### src/rtl/event_logger_pkg.sv
// ---------------------------------------------------------------------------
// event_logger_pkg : shared defaults and record layout for the event logger
// Revision 1.0
// ---------------------------------------------------------------------------
`default_nettype none

package event_logger_pkg;

    localparam int DEF_NUM_CH = 4;
    localparam int DEF_TS_W   = 16;
    localparam int DEF_DEPTH  = 8;

    localparam int REC_W   = DEF_TS_W + 2 * DEF_NUM_CH;
    localparam int LVL_LSB = 0;

    // Record layout, MSB to LSB: {timestamp, changed mask, levels}
    function automatic int rec_width(input int ts_w, input int num_ch);
        return ts_w + 2 * num_ch;
    endfunction

    function automatic int chg_lsb(input int num_ch);
        return num_ch;
    endfunction

    function automatic int ts_lsb(input int num_ch);
        return 2 * num_ch;
    endfunction

endpackage

`default_nettype wire

### src/rtl/sync_fifo.sv
// ---------------------------------------------------------------------------
// sync_fifo : first-word-fall-through FIFO with registered head output
// Revision 1.0
// ---------------------------------------------------------------------------
`default_nettype none

module sync_fifo #(
    parameter int WIDTH = 8,
    parameter int DEPTH = 8
) (
    input  logic                       clock,
    input  logic                       reset_n,
    input  logic                       push,
    input  logic [WIDTH-1:0]           wr_data,
    input  logic                       pop,
    output logic                       rd_valid,
    output logic [WIDTH-1:0]           rd_data,
    output logic [$clog2(DEPTH+1)-1:0] count,
    output logic                       full
);

    localparam int AW = $clog2(DEPTH);
    localparam int CW = $clog2(DEPTH + 1);

    logic [WIDTH-1:0] mem [DEPTH];
    logic [AW-1:0]    wr_ptr;
    logic [AW-1:0]    rd_ptr;
    logic [AW-1:0]    next_rd;
    logic [CW-1:0]    cnt;
    logic [CW-1:0]    next_cnt;
    logic [WIDTH-1:0] head;
    logic             empty;
    logic             do_push;
    logic             do_pop;

    assign empty   = (cnt == '0);
    assign full    = (cnt == CW'(DEPTH));
    assign do_pop  = pop && !empty;
    assign do_push = push && (!full || do_pop);
    assign next_rd = do_pop ? rd_ptr + AW'(1) : rd_ptr;

    always_comb begin
        next_cnt = cnt;
        case ({do_push, do_pop})
            2'b10:   next_cnt = cnt + CW'(1);
            2'b01:   next_cnt = cnt - CW'(1);
            default: next_cnt = cnt;
        endcase
    end

    always_ff @(posedge clock) begin
        if (do_push) begin
            mem[wr_ptr] <= wr_data;
        end
    end

    // The head register tracks whichever slot will be at the front after this
    // edge; when that slot is being written right now, take the incoming data.
    always_ff @(posedge clock or negedge reset_n) begin
        if (!reset_n) begin
            wr_ptr <= '0;
            rd_ptr <= '0;
            cnt    <= '0;
            head   <= '0;
        end else begin
            if (do_push) begin
                wr_ptr <= wr_ptr + AW'(1);
            end
            rd_ptr <= next_rd;
            cnt    <= next_cnt;
            if (next_cnt != '0) begin
                head <= (do_push && (next_rd == wr_ptr)) ? wr_data : mem[next_rd];
            end
        end
    end

    assign rd_valid = !empty;
    assign rd_data  = head;
    assign count    = cnt;

endmodule

`default_nettype wire

### src/rtl/event_timestamp_logger.sv
// ---------------------------------------------------------------------------
// event_timestamp_logger : timestamps channel changes and queues them as records
// Optional INPUT_SYNC_EN adds a 2-flop synchronizer per channel.  Revision 1.0
// ---------------------------------------------------------------------------
`default_nettype none

module event_timestamp_logger
    import event_logger_pkg::*;
#(
    parameter int NUM_CH = DEF_NUM_CH,
    parameter int TS_W   = DEF_TS_W,
    parameter int DEPTH  = DEF_DEPTH
) (
    input  logic                       clock,
    input  logic                       reset_n,
    input  logic                       enable,
    input  logic [NUM_CH-1:0]          ev_in,
    input  logic                       ovf_clear,
    input  logic                       rd_ready,
    output logic                       rd_valid,
    output logic [TS_W-1:0]            rd_ts,
    output logic [NUM_CH-1:0]          rd_changed,
    output logic [NUM_CH-1:0]          rd_level,
    output logic [$clog2(DEPTH+1)-1:0] count,
    output logic                       overflow
);

    localparam int RW      = rec_width(TS_W, NUM_CH);
    localparam int TS_OFF  = ts_lsb(NUM_CH);
    localparam int CHG_OFF = chg_lsb(NUM_CH);

    logic [NUM_CH-1:0] det_in;
    logic [NUM_CH-1:0] prev_in;
    logic [NUM_CH-1:0] change;
    logic [TS_W-1:0]   ts_cnt;
    logic [RW-1:0]     rec;
    logic [RW-1:0]     rd_data;
    logic              push;
    logic              pop;
    logic              full;
    logic              drop;

`ifdef INPUT_SYNC_EN
    logic [NUM_CH-1:0] sync_1;
    logic [NUM_CH-1:0] sync_2;

    always_ff @(posedge clock or negedge reset_n) begin
        if (!reset_n) begin
            sync_1 <= '0;
            sync_2 <= '0;
        end else begin
            sync_1 <= ev_in;
            sync_2 <= sync_1;
        end
    end

    assign det_in = sync_2;
`else
    assign det_in = ev_in;
`endif

    // prev_in follows the input even when disabled so that disabled-period
    // changes are absorbed rather than logged once enable returns.
    always_ff @(posedge clock or negedge reset_n) begin
        if (!reset_n) begin
            ts_cnt  <= '0;
            prev_in <= '0;
        end else begin
            prev_in <= det_in;
            if (enable) begin
                ts_cnt <= ts_cnt + TS_W'(1);
            end
        end
    end

    assign change = det_in ^ prev_in;
    assign push   = enable && (change != '0);
    assign rec    = {ts_cnt, change, det_in};
    assign pop    = rd_valid && rd_ready;
    assign drop   = push && full && !pop;

    always_ff @(posedge clock or negedge reset_n) begin
        if (!reset_n) begin
            overflow <= 1'b0;
        end else if (drop) begin
            overflow <= 1'b1;
        end else if (ovf_clear) begin
            overflow <= 1'b0;
        end
    end

    sync_fifo #(
        .WIDTH (RW),
        .DEPTH (DEPTH)
    ) u_fifo (
        .clock    (clock),
        .reset_n  (reset_n),
        .push     (push),
        .wr_data  (rec),
        .pop      (pop),
        .rd_valid (rd_valid),
        .rd_data  (rd_data),
        .count    (count),
        .full     (full)
    );

    assign rd_ts      = rd_data[TS_OFF  +: TS_W];
    assign rd_changed = rd_data[CHG_OFF +: NUM_CH];
    assign rd_level   = rd_data[LVL_LSB +: NUM_CH];

endmodule

`default_nettype wire
### config.mk
export PLATFORM = sky130hd
export DESIGN_NAME = event_timestamp_logger
export DESIGN_NICKNAME = d
export VERILOG_FILES = /design/src/rtl/event_logger_pkg.sv /design/src/rtl/sync_fifo.sv /design/src/rtl/event_timestamp_logger.sv
export SDC_FILE = /design/constraint.sdc
export NUM_CORES = 1
export LEC_CHECK = 0
export BUFFER_PORTS_ARGS = -buffer_cell sky130_fd_sc_hd__buf_2
export CAP_MARGIN = 40
export CORE_ASPECT_RATIO = 1.4
export CORE_UTILIZATION = 25
export DETAILED_ROUTE_END_ITERATION = 8
export HOLD_SLACK_MARGIN = 0.06
export SLEW_MARGIN = 20
export SYNTH_ARGS = -nofsm -noshare
export SYNTH_HDL_FRONTEND = slang
export SYNTH_SLANG_ARGS = --single-unit
export TNS_END_PERCENT = 10
### constraint.sdc
create_clock -name clock -period 6.19 [get_ports clock]
set_input_delay 1.238 -clock clock [delete_from_list [all_inputs] [get_ports clock]]
set_output_delay 1.238 -clock clock [all_outputs]
set_load 0.02 [all_outputs]
Yosys cells after proc, flatten, opt, wreduce, memory -nomap -nowiden

Memories as Yosys holds them, arrays and structs flattened. A register that Yosys moved wholly into a read port is not among the register bits.
Index checks and enable logic that the tools add are counted.
Widths: inputs -> output; s select.

Magnitude comparators: 0
Divide/modulo/power cells: 0
Multiplexer cells: 6
Multiply operators: 0
Shift operators: 0
Reductions and logical operators: 15
Bitwise operators: 1
$add $sub $neg: 5
Equal/unequal tests: 3

Operators with widths:

| cell                  | number |
|---|---|
| $add 16x1->16 const B | 1 |
| $pmux 4 s2            | 1 |
| $reduce_bool 4->1     | 2 |
| $add 3x1->3 const B   | 2 |
| $logic_and 1x1->1     | 6 |
| $add 4x1->4 const B   | 1 |
| $eq 4x4->1 const B    | 1 |
| $logic_not 1->1       | 4 |
| $logic_not 4->1       | 1 |
| $mux 1                | 4 |
| $sub 4x1->4 const B   | 1 |
| $xor 4x4->4           | 1 |
| $mux 3                | 1 |
| $eq 2x1->1 const B    | 1 |
| $eq 2x2->1 const B    | 1 |
| $reduce_bool 2->1     | 1 |
| $logic_or 1x1->1      | 1 |

RAM bits: 192
Logic and storage cells: 37
Memory bits (read-only): 0
Register bits: 31
Memories: 1
Latch bits: 0

Memories:

| name       | words | bits a word | rd ports | clocked after memory_dff | write ports | line            | RTL |
|---|---|---|---|---|---|---|---|
| u_fifo.mem | 8     | 24          | 1        | 1                        | 1           | sync_fifo.sv:25 | `logic [WIDTH-1:0] mem [DEPTH];` |

Depth between registers and ports, before layout

Word-level depth: 9
Depth in mapped cells: 12
Mapped depth without buffers: 11

By module

From an unflattened synthesis, not the netlist that was laid out.

Cells, all modules: 939
Area total of the unflattened synthesis: 12,919.9 µm²

Modules (own cells, without submodules):

| module                 | instances | area each (µm²) | cells each |
|---|---|---|---|
| sync_fifo              | 1         | 11,940.2        | 860 |
| event_timestamp_logger | 1         | 979.7           | 79 |

Worst setup path after synthesis

OpenSTA, ideal clock, no wires.

Path kind: input to register
From: input port ev_in[2]
To: memory u_fifo.mem[0][0] in the netlist's numbering, enable pin
Path buffers: 0
Required time: 5.724 ns
Library setup time: 0.466 ns
Setup slack: 1.277 ns
Stages on the path: 4
Data arrival time: 4.447 ns
Cell sequence: xor2_1 or4_1 nand3_1 nor4_1

Longest elaborated chain between the ends: 6

Ends and longest elaborated chain:

| item                         | line                         | RTL |
|---|---|---|
| start, declared              | event_timestamp_logger.sv:17 | `input logic [NUM_CH-1:0] ev_in,` |
| $xor 4x4->4                  | event_timestamp_logger.sv:76 | `assign change = det_in ^ prev_in;` |
| $reduce_bool 4->1            | event_timestamp_logger.sv:77 | `assign push = enable && (change != '0);` |
| $logic_and 1x1->1            | event_timestamp_logger.sv:77 |  |
| $logic_and 1x1->1            | sync_fifo.sv:39              | `assign do_push = push && (!full \|\| do_pop);` |
| $mux 1                       | sync_fifo.sv:52              | `if (do_push) begin` |
| $mux 1 (not written as such) | sync_fifo.sv:53              | `mem[wr_ptr] <= wr_data;` |
| end, declared                | sync_fifo.sv:25              |  |

Every way passes these cells.

Worst setup path in the final report

From: input port ev_in[2]
To: register u_fifo.head[1] (netlist: u_fifo.rd_data[1]), read port of u_fifo.mem

Longest elaborated chain between the ends: 7
Elaborated cells on any way between the ends: 8
Those cells by class: eq/ne (2); mux (1); bitwise (1); reduce/logical (4)

Ends and longest elaborated chain:

| item                                            | line                         | RTL |
|---|---|---|
| $xor 4x4->4 *                                   | event_timestamp_logger.sv:76 |  |
| named net change[2]                             | event_timestamp_logger.sv:34 | `logic [NUM_CH-1:0] change;` |
| $reduce_bool 4->1 *                             | event_timestamp_logger.sv:77 |  |
| $logic_and 1x1->1 *                             | event_timestamp_logger.sv:77 |  |
| $logic_and 1x1->1 *                             | sync_fifo.sv:39              |  |
| $eq 2x1->1 / $eq 2x2->1 (equally long branches) | sync_fifo.sv:44              | `case ({do_push, do_pop})` |
| $pmux 4 s2 *                                    | sync_fifo.sv:44              |  |
| $reduce_bool 4->1 *                             | sync_fifo.sv:71              | `if (next_cnt != '0) begin` |
| end, declared                                   | sync_fifo.sv:31              | `logic [WIDTH-1:0] head;` |

The timed path passes the listed nets; every way through them passes the cells marked *.
A chain may end at the register's enable or synchronous reset.

==> impl_metrics.json <==
{
  "hold_violations": 0,
  "die-area_mm2": 0.0491,
  "placeableCoreArea_mm2": 0.0473,
  "drtIter0Drc": 415,
  "rr_worst_depth": 13,
  "clkLatencyLatePin_ps": 530,
  "worst-endpoint-arrival_ps": 4900,
  "post_drt_wl_per_cell_um": 20.1,
  "antenna_found_initial": 0,
  "via_count": 7366,
  "cp_data_required_time_ps": 6600,
  "gp_congestion": 0.724,
  "ctsHtreeMaxLevel": 1,
  "tns_ps": 0,
  "critPathLaunchType": "input port",
  "critPathMaxFanout": 13,
  "synth_top_area_frac": 0.478,
  "root_buffer": "clkbuf_16",
  "n_antenna_cell": 0,
  "ios": 39,
  "die_w_um": 188,
  "synth.cell_area_mm2": 0.0121,
  "async_reset_ff_frac": 0.223,
  "syn2layout_area_growth_pct": 15.1,
  "maxSlewViolCount": 0,
  "synth_cell_types": 48,
  "numPortBuffers": 38,
  "yosys.area.top_type": "edfxtp_1",
  "power_density_mw_per_mm2": 510,
  "fin_nets": 877,
  "dpl_worst_slack_ps": 1150,
  "ff_latch_area_mm2": 0.00715,
  "whs_path_depth": 1,
  "synthCells": 832,
  "yosys_warnings": 0,
  "fin_skew_ps": 9.93,
  "n_fill_cell": 4750,
  "drt-pass1-iter-count": 5,
  "grt_pass1_vias": 7552,
  "drv_cap": 0,
  "ys_ff_latch": 247,
  "grt_usage": 0.121,
  "ant_nets": 0,
  "clockBufferDepth": 3,
  "final_cell_mix": "edfxtp_1 (192), mux2i_1 (183), dfrtp_1 (54)",
  "drive_above_1_share": 0.205,
  "layout_setup_ws_ps": 1710,
  "syn-num-nets": 847,
  "grt_setup_unrepaired": "no",
  "grt_max_degree": 56,
  "hpwl_um": 17600,
  "crit_path_end_kind": "register",
  "fmax_ghz": 0.223,
  "slew_headroom": 0.417,
  "synth_area_leaders": "edfxtp_1 (48%), mux2i_1 (15%), dfrtp_1 (11%)",
  "cts_resized": 0,
  "multi_input_area_mm2": 0.00464,
  "ys.flop_type": "edfxtp_1",
  "viasPerCell": 4.90,
  "leakagePower_nw": 5.30,
  "die_h_um": 262,
  "max_slew.worst_pin.slew_ps": 875,
  "drcViolationCount": 0,
  "status": "finished clean",
  "synth-seq-area-share": 0.593,
  "ctsHoldBuffers": 0,
  "numCtsBuffers": 25,
  "synth_edf_count": 192,
  "overflow": 0,
  "period_needed_ps": 4480,
  "grt_pass1_wl_um": 45700,
  "rows": 94,
  "initial_core_util": 0.255,
  "wl_um": 30200,
  "cts.reportedPaths.clkPinSlew_ps": 60,
  "cts_setup_buffers": 0,
  "syn_area_per_cell_um2": 14.5,
  "cts_sinks": 247,
  "path_class": "in2reg",
  "min_period_over_period": 0.724,
  "finalSetupViolCount": 0,
  "layout_commonest_cell": "edfxtp_1",
  "cts_tree": "built",
  "ir_drop_mv": 0.237,
  "hp-class": "reg2reg"
}
flip-flops by register name, summed over array words and instances, names as in the netlist:
signal	flops
overflow	1
prev_in	4
ts_cnt	16
u_fifo.count	4
u_fifo.mem	192
u_fifo.rd_data	24
u_fifo.rd_ptr	3
u_fifo.wr_ptr	3
stage by stage:
| stage | cell area, um^2 | util | total power [mW] | hold slack [ps] | cells |
|---|---|---|---|---|---|
| floorplan | 12100 | - | 4.80 | 524 | 832 |
| global placement | 13000 | 0.275 | 5.60 | 489 | 1454 |
| detailed placement | 13100 | 0.276 | 5.69 | 493 | 1457 |
| CTS | 13800 | 0.293 | 7.13 | 509 | 1502 |
| global route | 13900 | 0.293 | 7.45 | 525 | 1504 |
| finish | 13900 | 0.293 | 7.08 | 503 | 1504 |
kinds of logic (layout without fill, tap and decap cells):
| kind of cell | after synthesis | count (layout) | share of synthesized area |
|---|---|---|---|
| flip-flops | 247 | 247 | 0.593 |
| multiplexers | 243 | 243 | 0.214 |
| AO/OA/AOI/OAI | 140 | 140 | 0.0987 |
| AND/OR/NAND/NOR | 97 | 97 | 0.0424 |
| buffers and inverters | 74 | 122 | 0.0269 |
| XOR/XNOR | 25 | 25 | 0.0182 |
| adder cells (fa/ha/maj) | 6 | 6 | 0.00685 |
where the power goes:
group | internal (mW) | switching (mW) | leakage, nW | total, mW
registers | 2.19 | 0.319 | 2.46 | 2.51
clock network | 0.807 | 0.622 | 0.380 | 1.43
logic | 1.47 | 1.68 | 2.45 | 3.14
total | 4.47 | 2.62 | 5.30 | 7.08
critical path: stages:
cell and delay (ps):
buf_2 190, xor2_1 260, o41ai_4 780, nand2_1 190, inv_1 140, ha_1 230, a21o_1 170, a21oi_1 400
nand3b_1 180, a311oi_1 150, a211oi_4 260, buf_4 300, mux2_2 370
layer usage:
layer  global-route usage  routed length, um  vias up
met1                0.143              12400     3804
met3               0.0152               1190       47
met4               0.0388                729        0
met2                0.227              15900      149
li1                     -                  -     3366
met5                    0                  0        -
final cells by class:
| cell class | count | share of cell area |
|---|---|---|
| Inverter | 10 | 0.00271 |
| Sequential cell | 247 | 0.515 |
| Multi-Input combinational cell | 511 | 0.335 |
| Clock buffer | 32 | 0.0484 |
| Clock inverter | 13 | 0.00667 |
| Timing Repair Buffer | 67 | 0.0360 |
| Tap cell | 624 | 0.0563 |
worst paths after layout:
path                               startpoint            endpoint  slack, ps
min in group asynchronous             reset_n  u_fifo.rd_data[17]        580
min                        u_fifo.rd_data[16]  u_fifo.rd_data[16]        500
max reg2reg                        prev_in[1]   u_fifo.rd_data[1]       2220
min reg2reg                u_fifo.rd_data[16]  u_fifo.rd_data[16]        500
max in group asynchronous             reset_n    u_fifo.rd_ptr[0]       5050
max                                  ev_in[2]   u_fifo.rd_data[1]       1710
Yosys cell counts (all sizes together) (10+ instances only):
cell type and count:
mux2i 183, xnor2 16, clkbuf 32, edfxtp 192, dfrtp 55, a22oi 38
a32oi 19, nor2 10, a32o 19, and3 24, o22ai 12, mux2 60
buf 32, a221oi 19, nand3 15, inv 10, nand2 22
Power figures use the tool's default switching activity.
